### config.mk
export PLATFORM = sky130hd
export DESIGN_NAME = guess_entry
export DESIGN_NICKNAME = d
export VERILOG_FILES = /design/src/rtl/mm_pkg.sv /design/src/rtl/guess_digit.sv /design/src/rtl/guess_entry.sv
export SDC_FILE = /design/constraint.sdc
export NUM_CORES = 1
export LEC_CHECK = 0
export ABC_AREA = 1
export BUFFER_PORTS_ARGS = -buffer_cell sky130_fd_sc_hd__clkbuf_2
export CELL_PAD_IN_SITES_DETAIL_PLACEMENT = 0
export CELL_PAD_IN_SITES_GLOBAL_PLACEMENT = 1
export CORE_AREA = 2 2 75 77
export DETAILED_ROUTE_END_ITERATION = 10
export DIE_AREA = 0 0 77 79
export PLACE_DENSITY = 0.83
export SLEW_MARGIN = 15
export SYNTH_ARGS = -nofsm -noshare
export SYNTH_HDL_FRONTEND = slang
export SYNTH_SLANG_ARGS = --single-unit
### constraint.sdc
create_clock -name clk -period 1.5 [get_ports clk]
set_input_delay 0.075 -clock clk [delete_from_list [all_inputs] [get_ports clk]]
set_output_delay 0.075 -clock clk [all_outputs]
set_load 0.02 [all_outputs]
### src/rtl/mm_pkg.sv
// Shared Mastermind types: colour width, the NO_COLOR marker, the guess-entry
// state enum and the four-digit guess type. The feedback scorer imports it too.
package mm_pkg;

  localparam int COLOR_W = 3;
  localparam logic [COLOR_W-1:0] NO_COLOR = 3'd7;

  typedef enum logic [1:0] {
    EDIT   = 2'd0,
    COMMIT = 2'd1,
    LOCKED = 2'd2
  } guess_state_t;

  typedef logic [3:0][COLOR_W-1:0] guess_t;

  // True when no two of the four digits share a colour.
  function automatic logic all_distinct(input guess_t g);
    logic ok;
    ok = 1'b1;
    for (int a = 0; a < 4; a++) begin
      for (int b = a + 1; b < 4; b++) begin
        if (g[a] == g[b]) ok = 1'b0;
      end
    end
    return ok;
  endfunction

endpackage

### src/rtl/guess_digit.sv
// One guess digit: COLOR_W-bit up/down counter that wraps between 0 and
// NUM_COLORS-1; it only moves while its enable is high.
module guess_digit
  import mm_pkg::*;
#(
  parameter int NUM_COLORS = 6
) (
  input  logic               clk,
  input  logic               rst_n,
  input  logic               en,
  input  logic               inc,
  input  logic               dec,
  output logic [COLOR_W-1:0] value
);

  localparam logic [COLOR_W-1:0] LAST = COLOR_W'(NUM_COLORS - 1);

  logic [COLOR_W-1:0] value_reg;

  always_ff @(posedge clk) begin
    if (!rst_n) begin
      value_reg <= '0;
    end else if (en && inc) begin
      value_reg <= (value_reg == LAST) ? '0 : value_reg + 1'b1;
    end else if (en && dec) begin
      value_reg <= (value_reg == '0) ? LAST : value_reg - 1'b1;
    end
  end

  assign value = value_reg;

endmodule

### src/rtl/guess_entry.sv
// Mastermind player-input stage: edits a 4-digit guess from button pulses and
// commits it to the history registers. GUESS_DUP_REJECT_EN refuses guesses with repeated digits.
module guess_entry
  import mm_pkg::*;
#(
  parameter int NUM_COLORS = 6,
  parameter int MAX_TURNS  = 8,
  parameter int TURN_W     = 4
) (
  input  logic               clk,
  input  logic               rst_n,
  input  logic               btn_next,
  input  logic               btn_inc,
  input  logic               btn_dec,
  input  logic               btn_submit,
  input  logic               game_over,
  output logic [COLOR_W-1:0] cur0,
  output logic [COLOR_W-1:0] cur1,
  output logic [COLOR_W-1:0] cur2,
  output logic [COLOR_W-1:0] cur3,
  output logic [1:0]         sel,
  output logic [COLOR_W-1:0] history0,
  output logic [COLOR_W-1:0] history1,
  output logic [COLOR_W-1:0] history2,
  output logic [COLOR_W-1:0] history3,
  output logic [TURN_W-1:0]  turn,
  output logic               last_turn,
  output logic               guess_valid,
  output logic               reject
);

  guess_state_t      state_reg, state_next;
  logic [1:0]        sel_reg;
  guess_t            cur;
  guess_t            history_reg;
  logic [TURN_W-1:0] turn_reg;
  logic              last_turn_reg;
  logic              guess_valid_reg;
  logic              reject_reg;

  logic              edit_active;
  logic              act_submit, act_inc, act_dec, act_next;
  logic              dup_refuse, accept;
  logic [TURN_W-1:0] turn_inc;
  logic              final_turn;

  // game_over pre-empts any edit or submit in the same cycle.
  assign edit_active = (state_reg == EDIT) && !game_over;
  assign act_submit  = edit_active && btn_submit;
  assign act_inc     = edit_active && btn_inc && !btn_submit;
  assign act_dec     = edit_active && btn_dec && !btn_inc && !btn_submit;
  assign act_next    = edit_active && btn_next && !btn_dec && !btn_inc && !btn_submit;

`ifdef GUESS_DUP_REJECT_EN
  assign dup_refuse = act_submit && !all_distinct(cur);
`else
  assign dup_refuse = 1'b0;
`endif
  assign accept = act_submit && !dup_refuse;

  assign turn_inc   = turn_reg + 1'b1;
  assign final_turn = (turn_inc == TURN_W'(MAX_TURNS));

  generate
    for (genvar gi = 0; gi < 4; gi++) begin : g_digit
      guess_digit #(
        .NUM_COLORS(NUM_COLORS)
      ) u_digit (
        .clk   (clk),
        .rst_n (rst_n),
        .en    (edit_active && (sel_reg == 2'(gi))),
        .inc   (act_inc),
        .dec   (act_dec),
        .value (cur[gi])
      );
    end
  endgenerate

  always_comb begin
    state_next = state_reg;
    case (state_reg)
      EDIT: begin
        if (game_over)   state_next = LOCKED;
        else if (accept) state_next = COMMIT;
      end
      COMMIT: begin
        if (final_turn || game_over) state_next = LOCKED;
        else                         state_next = EDIT;
      end
      default: state_next = LOCKED;
    endcase
  end

  always_ff @(posedge clk) begin
    if (!rst_n) begin
      state_reg       <= EDIT;
      sel_reg         <= '0;
      history_reg     <= {4{NO_COLOR}};
      turn_reg        <= '0;
      last_turn_reg   <= 1'b0;
      guess_valid_reg <= 1'b0;
      reject_reg      <= 1'b0;
    end else begin
      state_reg       <= state_next;
      guess_valid_reg <= 1'b0;
      reject_reg      <= dup_refuse;
      if (act_next) sel_reg <= sel_reg + 1'b1;
      if (state_reg == COMMIT) begin
        history_reg     <= cur;
        turn_reg        <= turn_inc;
        guess_valid_reg <= 1'b1;
        if (final_turn) last_turn_reg <= 1'b1;
      end
    end
  end

  assign cur0        = cur[0];
  assign cur1        = cur[1];
  assign cur2        = cur[2];
  assign cur3        = cur[3];
  assign sel         = sel_reg;
  assign history0    = history_reg[0];
  assign history1    = history_reg[1];
  assign history2    = history_reg[2];
  assign history3    = history_reg[3];
  assign turn        = turn_reg;
  assign last_turn   = last_turn_reg;
  assign guess_valid = guess_valid_reg;
  assign reject      = reject_reg;

endmodule

* After elaboration in Yosys (flattened, before gate mapping)
Index checks and enable logic that the tools add are counted.
** Word-level totals
- Register bits after elaboration :: 34
- Bits in latches :: 0
- Memory bits (writable) :: 0
- ROM bits :: 0
- Output and inout bits :: 33
- Memories kept :: 0
** Operators by class
- Add/subtract/negate cells :: 10
- Multipliers :: 0
- Div/mod/pow operators :: 0
- $lt $le $gt $ge :: 0
- Equal/unequal tests :: 10
- Shift-type cells :: 0
- Mux-type cells :: 21
- Bitwise logic cells :: 0
- Reduce and logical (&&, ||, !) cells :: 39
** Operator list (count)
- 3-bit two-way mux :: 16
- 1-bit logical AND :: 23
- 3-bit by 1-bit adder with 3-bit output, second input constant :: 4
- 3-bit equality test, second input constant :: 4
- 3-bit logical NOT :: 4
- 3-bit by 1-bit subtractor with 3-bit output, second input constant :: 4
- 2-bit nonzero test :: 4
- 2-bit two-way mux :: 3
- 4-bit by 1-bit adder with 4-bit output, second input constant :: 1
- 2-bit by 1-bit equality test with 1-bit output, second input constant :: 2
- 2-bit equality test, second input constant :: 2
- 4-bit equality test, second input constant :: 1
- 1-bit logical NOT :: 4
- 2-bit logical NOT :: 2
- 2-bit one-hot mux with 2 select lines :: 1
- 3-bit inequality test, second input constant :: 1
- 2-bit by 1-bit adder with 2-bit output, second input constant :: 1
- 2-bit AND reduction :: 1
- 1-bit logical OR :: 1
- 1-bit two-way mux :: 1

* Longest topological paths before layout
Gate-level depths: netlist of the first run.
- Depth after elaboration :: 8
- Gate-level depth with buffers :: 10
- Mapped depth without buffers :: 10

* Modules after synthesis
Synthesis of the first run repeated with hierarchy kept, for this count alone.
** Second synthesis, totals
- Cells, all modules :: 259
- Area, all modules :: 1780.5 um^2
** By module, submodules not included
- guess_entry :: times used 1, cells each 127, area each 954.7 um^2, sequential area each 440.4 um^2
- guess_digit :: times used 4, cells each 33, area each 206.4 um^2, sequential area each 60.1 um^2

* Worst setup path after synthesis of the first run
OpenSTA, ideal clock, no wires.
- Path type :: register to register
- From :: register sel_reg[0], in the netlist sel[0]
- To :: register g_digit[0].u_digit.value_reg[1]
- Setup time :: 0.116 ns
- Arrival time :: 1.265 ns
- Path slack :: 0.119 ns
- Stages on the path, launching flop included :: 11
- Buffers on the path :: 0
- Period minus slack after synthesis :: 1.381 ns
- Cell sequence :: dfxtp_1 -> inv_1 -> ha_1 -> inv_1 -> nor2_1 -> nand2_1 -> inv_1 -> nand2_1 -> nand2_1 -> nor2_1 -> nor2_1
** On the way
- Longest elaborated chain between the ends :: 4
- Elaborated cells on any way between the ends :: 6
** Ends and longest elaborated chain
- start, declared :: RTL line guess_entry.sv:33 : logic [1:0] sel_reg;
- start signal, assigned :: RTL line guess_entry.sv:107 : if (act_next) sel_reg <= sel_reg + 1'b1;
- 2-bit logical NOT * :: RTL line guess_entry.sv:71 : .en (edit_active && (sel_reg == 2'(gi))),
- 1-bit logical AND * :: RTL line guess_entry.sv:71
- 1-bit logical AND, on equally long branches :: RTL line guess_digit.sv:23, guess_digit.sv:25
- 3-bit two-way mux or 2-bit nonzero test (tied branches)
- end signal, assigned :: RTL line guess_digit.sv:24 : value_reg <= (value_reg == LAST) ? '0 : value_reg + 1'b1;
- end signal, assigned :: RTL line guess_digit.sv:26 : value_reg <= (value_reg == '0) ? LAST : value_reg - 1'b1;
- end, declared :: RTL line guess_digit.sv:18 : logic [COLOR_W-1:0] value_reg;
Mark *: on every way between the ends. The rest lies on a longest branch, timed or not.
A chain may end at the register's enable or synchronous reset.

* Final worst setup path of the first run
- From :: register sel_reg[1], in the netlist sel[1]
- To :: register g_digit[0].u_digit.value_reg[1]
Same word-level chain as after synthesis.

==> metrics.cfg, run 1 <==
[outcome]
status=finished clean

[timing]
rsz0062_at_grt=no
layout_setup_ws_ns=0.175
hold_violations=0
min_period_over_period_pct=88.3
drv_slew=0
setup_tns_ns=0
period_needed_ns=1.32
max_freq_ghz=0.755
setup-violations-final=0
finClkSkew_ns=0.0124

[finish]
drive_above_1_share_pct=19.0
fill_cells=607
layout.nets=325
syn_to_final_growth_pct=22.4
largest_reg_flops=12
final_util_pct=40.9
antenna_cells=0

[run]
maxCapViolCount=0

[detailed_routing]
wl_mm=3.94
vias_per_cell=4.35
vias=1663
drtPass1Iterations=4
drtAntennaViolNets=0
drt_iter0_drc=63
drc=0
drt-wirelength-per-cell_microns=10.3

[pwr]
leakage_nw=1.11
peakVddDrop_v=0.000326
powerDensity_nw_per_um2=882
total_power_mw=1.92

[clock_network]
cts_resized=0
insertion_delay_ns=0.29
hold_buffers=0
max-clock-path-buffers=2
cts_root_buffer=clkbuf_8
cts.htree.levels=2
cts.sinks=34
post-cts-setup-buffer-count=0
cts_buffers=5
path_clk_slew_ns=0.08
tritoncts=built

[synth]
syn_inst=265
ys_ff_latch=34
synth_top_area_share_pct=38.2
synth_top_cells_by_count=nand2_1, inv_1, dfxtp_1, nor2_1, o21ai_0
synth_cell_type_count=23
synth.avg_cell_area_sq_um=6.72
synth_area_leaders=dfxtp_1, nand2_1, inv_1
syn-cell-area_sq_um=1780
synth-async-reset-ratio_pct=0
synth_top_area_cell=dfxtp_1
synth-main-ff-cell=dfxtp_1
seq_area_frac_synth_pct=38.2
yosys_warnings=0
synth_nets=281
synth-edff-count=0
yosysMostFrequentCell=nand2_1

[grt]
grt_pass1_vias=1558
grt_first_pass_wirelength_mm=6.91
grt_max_degree=25
antenna_found_initial=0
overflow=0
grt_usage_pct=14.0

[floorplan]
die_y_microns=79
ioPinCount=40
dieArea_sq_um=6080
rows=27
initial_core_util_pct=33.4
die_w_microns=77
core_sq_um=5340

[place]
hpwl_mm=2.91
gp_congestion=0.838
post-place-ws_ns=0.150
io_buffers=38

[worst_setup_path]
setup.worst_path.class=reg2reg
cp.required_ns=1.69
worstPathArrival_ns=1.51
worstSetupStartpointType=flip-flop
end_kind=flip-flop
rrSetupSlack_ns=0.18
path_max_fanout=5

[min_path]
hold_class=in2reg

[cells in the final DEF, fill, tap and decap left out, drive strengths merged]
| master | n |
|---|---|
| a21oi | 8 |
| buf | 6 |
| clkbuf | 46 |
| clkinv | 1 |
| conb | 1 |
| dfxtp | 34 |
| ha | 9 |
| inv | 38 |
| nand2 | 78 |
| nand3 | 8 |
| nand3b | 1 |
| nand4 | 2 |
| nor2 | 37 |
| nor3 | 5 |
| o211ai | 12 |
| o21ai | 23 |
| xor2 | 1 |
[layer usage]
layer,part of all wire [%],GRT usage [%]
met4,0.91,6.43
met3,5.0,3.41
met2,42,21.6
met1,52,18.6
met5,0,0
[metrics by stage]
stage | area (sq um) | hold WS [ns] | std cells
2_1_floorplan | 1780 | 0.242 | 265
3_3_place_gp | 2060 | 0.367 | 374
6_report | 2180 | 0.0799 | 382
3_5_place_dp | 2060 | 0.378 | 374
4_1_cts | 2170 | 0.0775 | 382
5_1_grt | 2180 | 0.105 | 382
[cell type report]
| class | instances | area, sq um | share of cell area (%) |
|---|---|---|---|
| flip-flops and latches | 34 | 682 | 31.3 |
| multi-input cells | 185 | 917 | 42.1 |
| clock buffers | 8 | 110 | 5.05 |
| well taps | 72 | 90.1 | 4.13 |
| repair buffers | 44 | 235 | 10.8 |
| inverters | 39 | 146 | 6.71 |
[worst paths after layout]
kind / start / endpoint / cells past startpoint
min reg2reg: last_turn / last_turn / 2
min: game_over / state_reg[1] / 3
max: sel[1] / g_digit[0].u_digit.value[1] / 10
max reg2reg: sel[1] / g_digit[0].u_digit.value[1] / 10
[critical path, cell delays in order, from the launching register on]
cell	delay [ns]
dfxtp_1	0.40
inv_1	0.08
ha_1	0.20
inv_1	0.07
nor2_1	0.04
nand2_1	0.14
inv_1	0.05
nand2_1	0.05
nand2_1	0.04
nor2_1	0.08
nor2_1	0.05
[power breakdown]
group	internal [mW]	switching, mW	leakage (nW)
Clock	0.464	0.332	0.0575
Combinational	0.0624	0.124	0.780
Sequential	0.926	0.0169	0.277
Total	1.45	0.472	1.11
[cell families after synthesis]
logic type	after synthesis	synth area share, %
AOI/OAI and AO/OA	43	13.8
and+or+nand+nor	131	30.4
xor gates and xnor gates	1	0.492
other	1	0.210
DFF	34	38.2
buffers and inverters	46	10.6
adders and majority gates	9	6.32
Power figures use the tool's default switching activity.
==> inputs of run 2 (changes only) <==
PLACE_DENSITY = not set   (was 0.83)
PLACE_DENSITY_LB_ADDON = 0.1   (was not set)
==> metrics.cfg, run 2 (synthesized netlist as in run 1, its figures left out) <==
[grt]
grt_usage_pct=14.4  ; was 14.0%
grt_max_degree=16  ; was 25
grt_pass1_vias=1526  ; was 1558
overflow=0  ; unchanged
antenna_found_initial=0  ; unchanged
grt_first_pass_wirelength_mm=7.04  ; was 6.91 mm

[finish]
syn_to_final_growth_pct=20.6  ; was 22.4%
largest_reg_flops=12  ; unchanged
layout_commonest_cell=nand2_1  ; unchanged
drive_above_1_share_pct=18.1  ; was 19.0%
antenna_cells=0  ; unchanged
layout_common_cells=nand2_1, inv_1, clkbuf_2, nor2_1, dfxtp_1  ; unchanged
layout.nets=326  ; was 325
fin_cells=382  ; unchanged

[timing]
max_freq_ghz=0.778  ; was 0.755 GHz
drv_slew=0  ; unchanged
whs_ns=0.0892  ; was 0.0799 ns
hold_violations=0  ; unchanged
min_period_over_period_pct=85.7  ; was 88.3%
rsz0062_at_grt=no  ; unchanged
period_needed_ns=1.29  ; was 1.32 ns
setup-violations-final=0  ; unchanged
setup_tns_ns=0  ; unchanged
layout_setup_ws_ns=0.215  ; was 0.175 ns
finClkSkew_ns=0.000986  ; was 0.0124 ns

[place]
io_buffers=38  ; unchanged
gp_congestion=0.791  ; was 0.838
dpl.cell_count=375  ; was 374
post-place-ws_ns=0.147  ; was 0.150 ns
hpwl_mm=3.13  ; was 2.91 mm

[worst_setup_path]
slowest_delay_ns=0.36  ; was 0.40 ns
worstSetupStartpointType=flip-flop  ; unchanged
path_cells=inv_1 -> ha_1 -> inv_1 -> nor2_1 -> nand2_1 -> inv_1 -> nand2_1 -> nand2_1 -> nor2_1 -> nor2_1  ; unchanged
slowest_stage=dfxtp_1  ; unchanged
end_kind=flip-flop  ; unchanged
setup.worst_path.class=reg2reg  ; unchanged
path_max_fanout=5  ; unchanged
worstPathArrival_ns=1.46  ; was 1.51 ns
cp.required_ns=1.68  ; was 1.69 ns

[pwr]
peakVddDrop_v=0.000255  ; was 0.000326 V
leakage_nw=1.10  ; was 1.11 nW
powerDensity_nw_per_um2=821  ; was 882 nW/um^2

[run]
maxCapViolCount=0  ; unchanged

[floorplan]
dieArea_sq_um=6080  ; unchanged
die_y_microns=79  ; unchanged
die_w_microns=77  ; unchanged
initial_core_util_pct=33.4  ; unchanged
rows=27  ; unchanged
core_sq_um=5340  ; unchanged
ioPinCount=40  ; unchanged

[min_path]
hold_class=in2reg  ; unchanged

[detailed_routing]
drc=0  ; unchanged
vias=1694  ; was 1663
vias_per_cell=4.43  ; was 4.35
drtPass1Iterations=5  ; was 4
drt_iter0_drc=59  ; was 63
drtAntennaViolNets=0  ; unchanged
wl_mm=4.07  ; was 3.94 mm
drt-wirelength-per-cell_microns=10.6  ; was 10.3 microns

[clock_network]
tritoncts=built  ; unchanged
post-cts-setup-buffer-count=0  ; unchanged
cts.htree.levels=2  ; unchanged
path_clk_slew_ns=0.07  ; was 0.08 ns
cts.sinks=34  ; unchanged
hold_buffers=0  ; unchanged
cts_resized=0  ; unchanged
max-clock-path-buffers=2  ; unchanged
insertion_delay_ns=0.28  ; was 0.29 ns
cts_root_buffer=clkbuf_8  ; unchanged
cts_buffers=5  ; unchanged

[outcome]
status=finished clean  ; unchanged

-- run 2: changes by cell type in the layout (fill, tap and decap cells not counted) --
cell      change
clkbuf_8      -3
clkbuf_1      +2
buf_4         +1
nor3_1        +1
nor3_2        -1
-- run 2: critical path, delay by kind of cell (launching register included) --
| kind | cells | cell delay [ns] |
|---|---|---|
| adder cells (fa/ha/maj) | 1 | 0.20 |
| buffers and inverters | 3 | 0.20 |
| AND/OR/NAND/NOR | 6 | 0.41 |
| flip-flops | 1 | 0.36 |
-- run 2: layer usage --
metal	track usage (%)	vias up	share of wire (%)
li1	-	924	-
met1	19.6	736	54
met2	21.8	29	40
met3	3.98	5	4.3
met4	5.36	0	1.5
met5	0	-	0
-- run 2: path summary, 6_finish.rpt --
check                  from                           to  slack, ns  depth (start not counted)
setup / recovery     sel[1]  g_digit[1].u_digit.value[1]       0.21                         10
hold / removal    game_over                 state_reg[1]       0.09                          3
setup reg to reg     sel[1]  g_digit[1].u_digit.value[1]       0.21                         10
hold reg to reg   last_turn                    last_turn       0.45                          2
-- run 2: layout make-up --
type / count / area, sq um
multi-input cells: 185 / 912
clock buffers: 7 / 76.3
repair buffers: 45 / 243
inverters: 39 / 146
well taps: 72 / 90.1
flip-flops and latches: 34 / 682
fillers: 638 / 3190
-- run 2: per-stage QoR --
stage / total power, mW / instance area, sq um / util, %
2_1_floorplan: 1.09 / 1780 / -
3_3_place_gp: 1.15 / 2070 / 38.8
3_5_place_dp: 1.15 / 2070 / 38.8
4_1_cts: 1.80 / 2150 / 40.2
5_1_grt: 1.86 / 2150 / 40.3
6_report: 1.76 / 2150 / 40.3
-- run 2: power breakdown --
| part | internal, mW | switching, mW |
|---|---|---|
| registers | 0.926 | 0.0159 |
| logic | 0.0628 | 0.125 |
| clock network | 0.320 | 0.314 |
==> inputs of run 3 (changes only) <==
SYNTH_HIERARCHICAL = 1   (was not set)
==> metrics.cfg, run 3 <==
[detailed_routing]
vias=1745  ; was 1694
vias_per_cell=4.49  ; was 4.43
drtAntennaViolNets=0  ; unchanged
drc=0  ; unchanged
drt_iter0_drc=29  ; was 59
wl_mm=4.27  ; was 4.07 mm
drt-wirelength-per-cell_microns=11.0  ; was 10.6 microns
drtPass1Iterations=4  ; was 5

[worst_setup_path]
worstSetupStartpointType=flip-flop  ; unchanged
cp.required_ns=1.73  ; was 1.68 ns
r2r-end=g_digit[0].u_digit/value[1]  ; was g_digit[1].u_digit.value[1]
rr_worst_depth=10  ; unchanged
end_kind=flip-flop  ; unchanged
reg2reg_from=state_reg[1]  ; was sel[1]
rrSetupSlack_ns=0.09  ; was 0.21 ns
worstPathArrival_ns=1.64  ; was 1.46 ns
path_max_fanout=4  ; was 5
setup.worst_path.class=reg2reg  ; unchanged

[finish]
fin_cells=389  ; was 382
layout_commonest_cell=nand2_1  ; unchanged
syn_to_final_growth_pct=33.3  ; was 20.6%
layout.nets=332  ; was 326
design_area_sq_um=2370  ; was 2150 sq um
seq_area_sq_um=682  ; unchanged
largest_reg_flops=12  ; unchanged
drive_above_1_share_pct=28.4  ; was 18.1%
antenna_cells=0  ; unchanged
multi_input_comb_area_sq_um=1000  ; was 912 sq um
layout_common_cells=nand2_1, inv_1, clkbuf_2, dfxtp_1, nand3_1  ; was nand2_1, inv_1, clkbuf_2, nor2_1, dfxtp_1
fill_cells=587  ; was 638

[floorplan]
ioPinCount=40  ; unchanged
die_w_microns=77  ; unchanged
rows=27  ; unchanged
dieArea_sq_um=6080  ; unchanged
die_y_microns=79  ; unchanged
core_sq_um=5340  ; unchanged
initial_core_util_pct=33.4  ; about the same

[place]
gp_congestion=0.819  ; was 0.791
hpwl_mm=3.17  ; was 3.13 mm
io_buffers=38  ; unchanged
dpl.cell_count=380  ; was 375
post-place-ws_ns=0.0279  ; was 0.147 ns
postPlaceCellArea_sq_um=2170  ; was 2070 sq um

[synth]
synth_top_cells_by_count=nand2_1, inv_1, dfxtp_1  ; was nand2_1, inv_1, dfxtp_1, nor2_1, o21ai_0
synth_area_leaders=dfxtp_1, nand2_1, inv_1  ; unchanged
synth_cell_type_count=22  ; was 23
syn_inst=259  ; was 265
synth-async-reset-ratio_pct=0  ; unchanged
ys_ff_latch=34  ; unchanged
yosysMostFrequentCell=nand2_1  ; unchanged
synthSimpleGateAreaFrac_pct=33.6  ; was 30.4%
synth-xor-area-share_pct=0  ; was 0.492%
synth-edff-count=0  ; unchanged
synth_top_area_share_pct=38.2  ; about the same
synth.avg_cell_area_sq_um=6.87  ; was 6.72 sq um
synth_nets=275  ; was 281
synth.area.mux_share_pct=0  ; unchanged
synth_top_area_cell=dfxtp_1  ; unchanged
synth_fa_ha_area_share_pct=6.32  ; about the same
syn-cell-area_sq_um=1780  ; about the same
synth_compound_area_share_pct=10.7  ; was 13.8%
synth_top_family_by_area=simple AND/OR/NAND/NOR gates  ; unchanged
synth-main-ff-cell=dfxtp_1  ; unchanged
yosys_warnings=6  ; was 0
seq_area_frac_synth_pct=38.2  ; about the same

[clock_network]
insertion_delay_ns=0.28  ; about the same
tritoncts=built  ; unchanged
cts.sinks=34  ; unchanged
cts_buffers=5  ; unchanged
cts_root_buffer=clkbuf_8  ; unchanged
path_clk_slew_ns=0.07  ; about the same
cts.htree.levels=2  ; unchanged
hold_buffers=0  ; unchanged
max-clock-path-buffers=2  ; unchanged

[pwr]
combPwrFrac_pct=9.3  ; was 10.7%
switching_power_mw=0.459  ; was 0.455 mW
peakVddDrop_v=0.000483  ; was 0.000255 V
clock_power_share_pct=42.5  ; was 35.9%
leakage_nw=1.20  ; was 1.10 nW
powerDensity_nw_per_um2=819  ; was 821 nW/um^2
seqPwrFrac_pct=48.2  ; was 53.4%
intPower_mw=1.48  ; was 1.31 mW
switching_share_pct=23.6  ; was 25.8%

[timing]
drv_slew=0  ; unchanged
layout_setup_ws_ns=0.0900  ; was 0.215 ns
finClkSkew_ns=0.00629  ; was 0.000986 ns
min_period_over_period_pct=94.0  ; was 85.7%
hold_violations=0  ; unchanged
rsz0062_at_grt=yes  ; was no
period_needed_ns=1.41  ; was 1.29 ns
max_freq_ghz=0.709  ; was 0.778 GHz
setup_tns_ns=0  ; unchanged
setup-violations-final=0  ; unchanged
whs_ns=0.0868  ; was 0.0892 ns

[grt]
antenna_found_initial=0  ; unchanged
grt_first_pass_wirelength_mm=7.29  ; was 7.04 mm
overflow=0  ; unchanged
grt_pass1_vias=1584  ; was 1526
grt_max_degree=21  ; was 16
grt_usage_pct=15.1  ; was 14.4%

[min_path]
hp-start=game_over  ; unchanged
min_to=state_reg[1]  ; unchanged
hold_class=in2reg  ; unchanged
whs_path_depth=3  ; unchanged

[run]
maxCapViolCount=0  ; unchanged

[outcome]
status=finished clean  ; unchanged

-- run 3: changes by cell type in the layout (fill, tap and decap cells not counted), moves of 4 or more --
cell / delta
nor2_1: -29
nand3_1: +17
o211ai_1: -12
buf_4: +8
o21ai_0: -8
nand2_4: +7
nand2_2: +5
a21oi_2: +4
a31oi_1: +4
nand4_1: +4
nor2_4: +4
-- run 3: per-stage QoR --
stage	total power, mW	utilization (%)
floorplan	1.05	-
global placement	1.12	40.6
detailed placement	1.12	40.6
CTS	1.96	42.6
global route	2.04	44.5
finish	1.94	44.5
-- run 3: worst max path at each step --
| stage | start | to | cells after the start |
|---|---|---|---|
| 5_1_grt | state_reg[1] | g_digit[1].u_digit/value[0] | 8 |
| 3_3_place_gp | sel[0] | g_digit[2].u_digit/value[1] | 10 |
| 2_1_floorplan | state_reg[1] | g_digit[0].u_digit/value[1] | 9 |
| 3_5_place_dp | sel[0] | g_digit[2].u_digit/value[1] | 10 |
| 6_report | state_reg[1] | g_digit[0].u_digit/value[1] | 10 |
| 4_1_cts | sel[0] | g_digit[2].u_digit/value[1] | 10 |
-- run 3: timing repair --
item,in CTS,in global routing
hold endpoints to repair,0,0
gates resized for setup,0,23
buffers inserted,0,1
setup endpoints to repair,0,12
-- run 3: per-layer routing --
layer  global-route usage [%]  vias up  part of all wire [%]
met4                     5.71        0                   1.9
met2                     25.0       36                    46
met1                     18.7      765                    48
met3                     4.20        8                   4.4
li1                         -      936                     -
met5                        0        -                     0
-- run 3: kinds of logic (layout without fill, tap and decap cells) --
logic type	after synthesis	count (layout)
AND/OR/NAND/NOR	134	134
AO/OA/AOI/OAI	34	34
adder cells (fa/ha/maj)	9	9
other	1	1
flip-flops	34	34
buffers and inverters	47	105
-- run 3: power by group through the flow --
stage	Sequential [mW]	Clock [mW]	Combinational [mW]
floorplan	0.977	0	0.0775
global placement	0.955	0	0.163
detailed placement	0.955	0	0.163
CTS	0.934	0.867	0.164
global route	0.938	0.900	0.202
finish	0.937	0.825	0.181
-- run 3: area by class of cell --
type	instances	share of cell area, %
timing repair buffer	55	14.1
inverter	42	6.75
multi-input combinational	178	42.2
clock inverter	1	1.27
tap	72	3.80
sequential	34	28.7
clock buffer	7	3.22
-- run 3: worst max-delay path: stages (launching register included) --
cell	delay (ns)
dfxtp_2	0.33
nor2_4	0.14
nand3_4	0.12
nor3_4	0.18
buf_6	0.16
nand2_2	0.07
nand2_2	0.08
nand2_1	0.06
nand2_1	0.05
nand2_1	0.05
a21oi_2	0.10
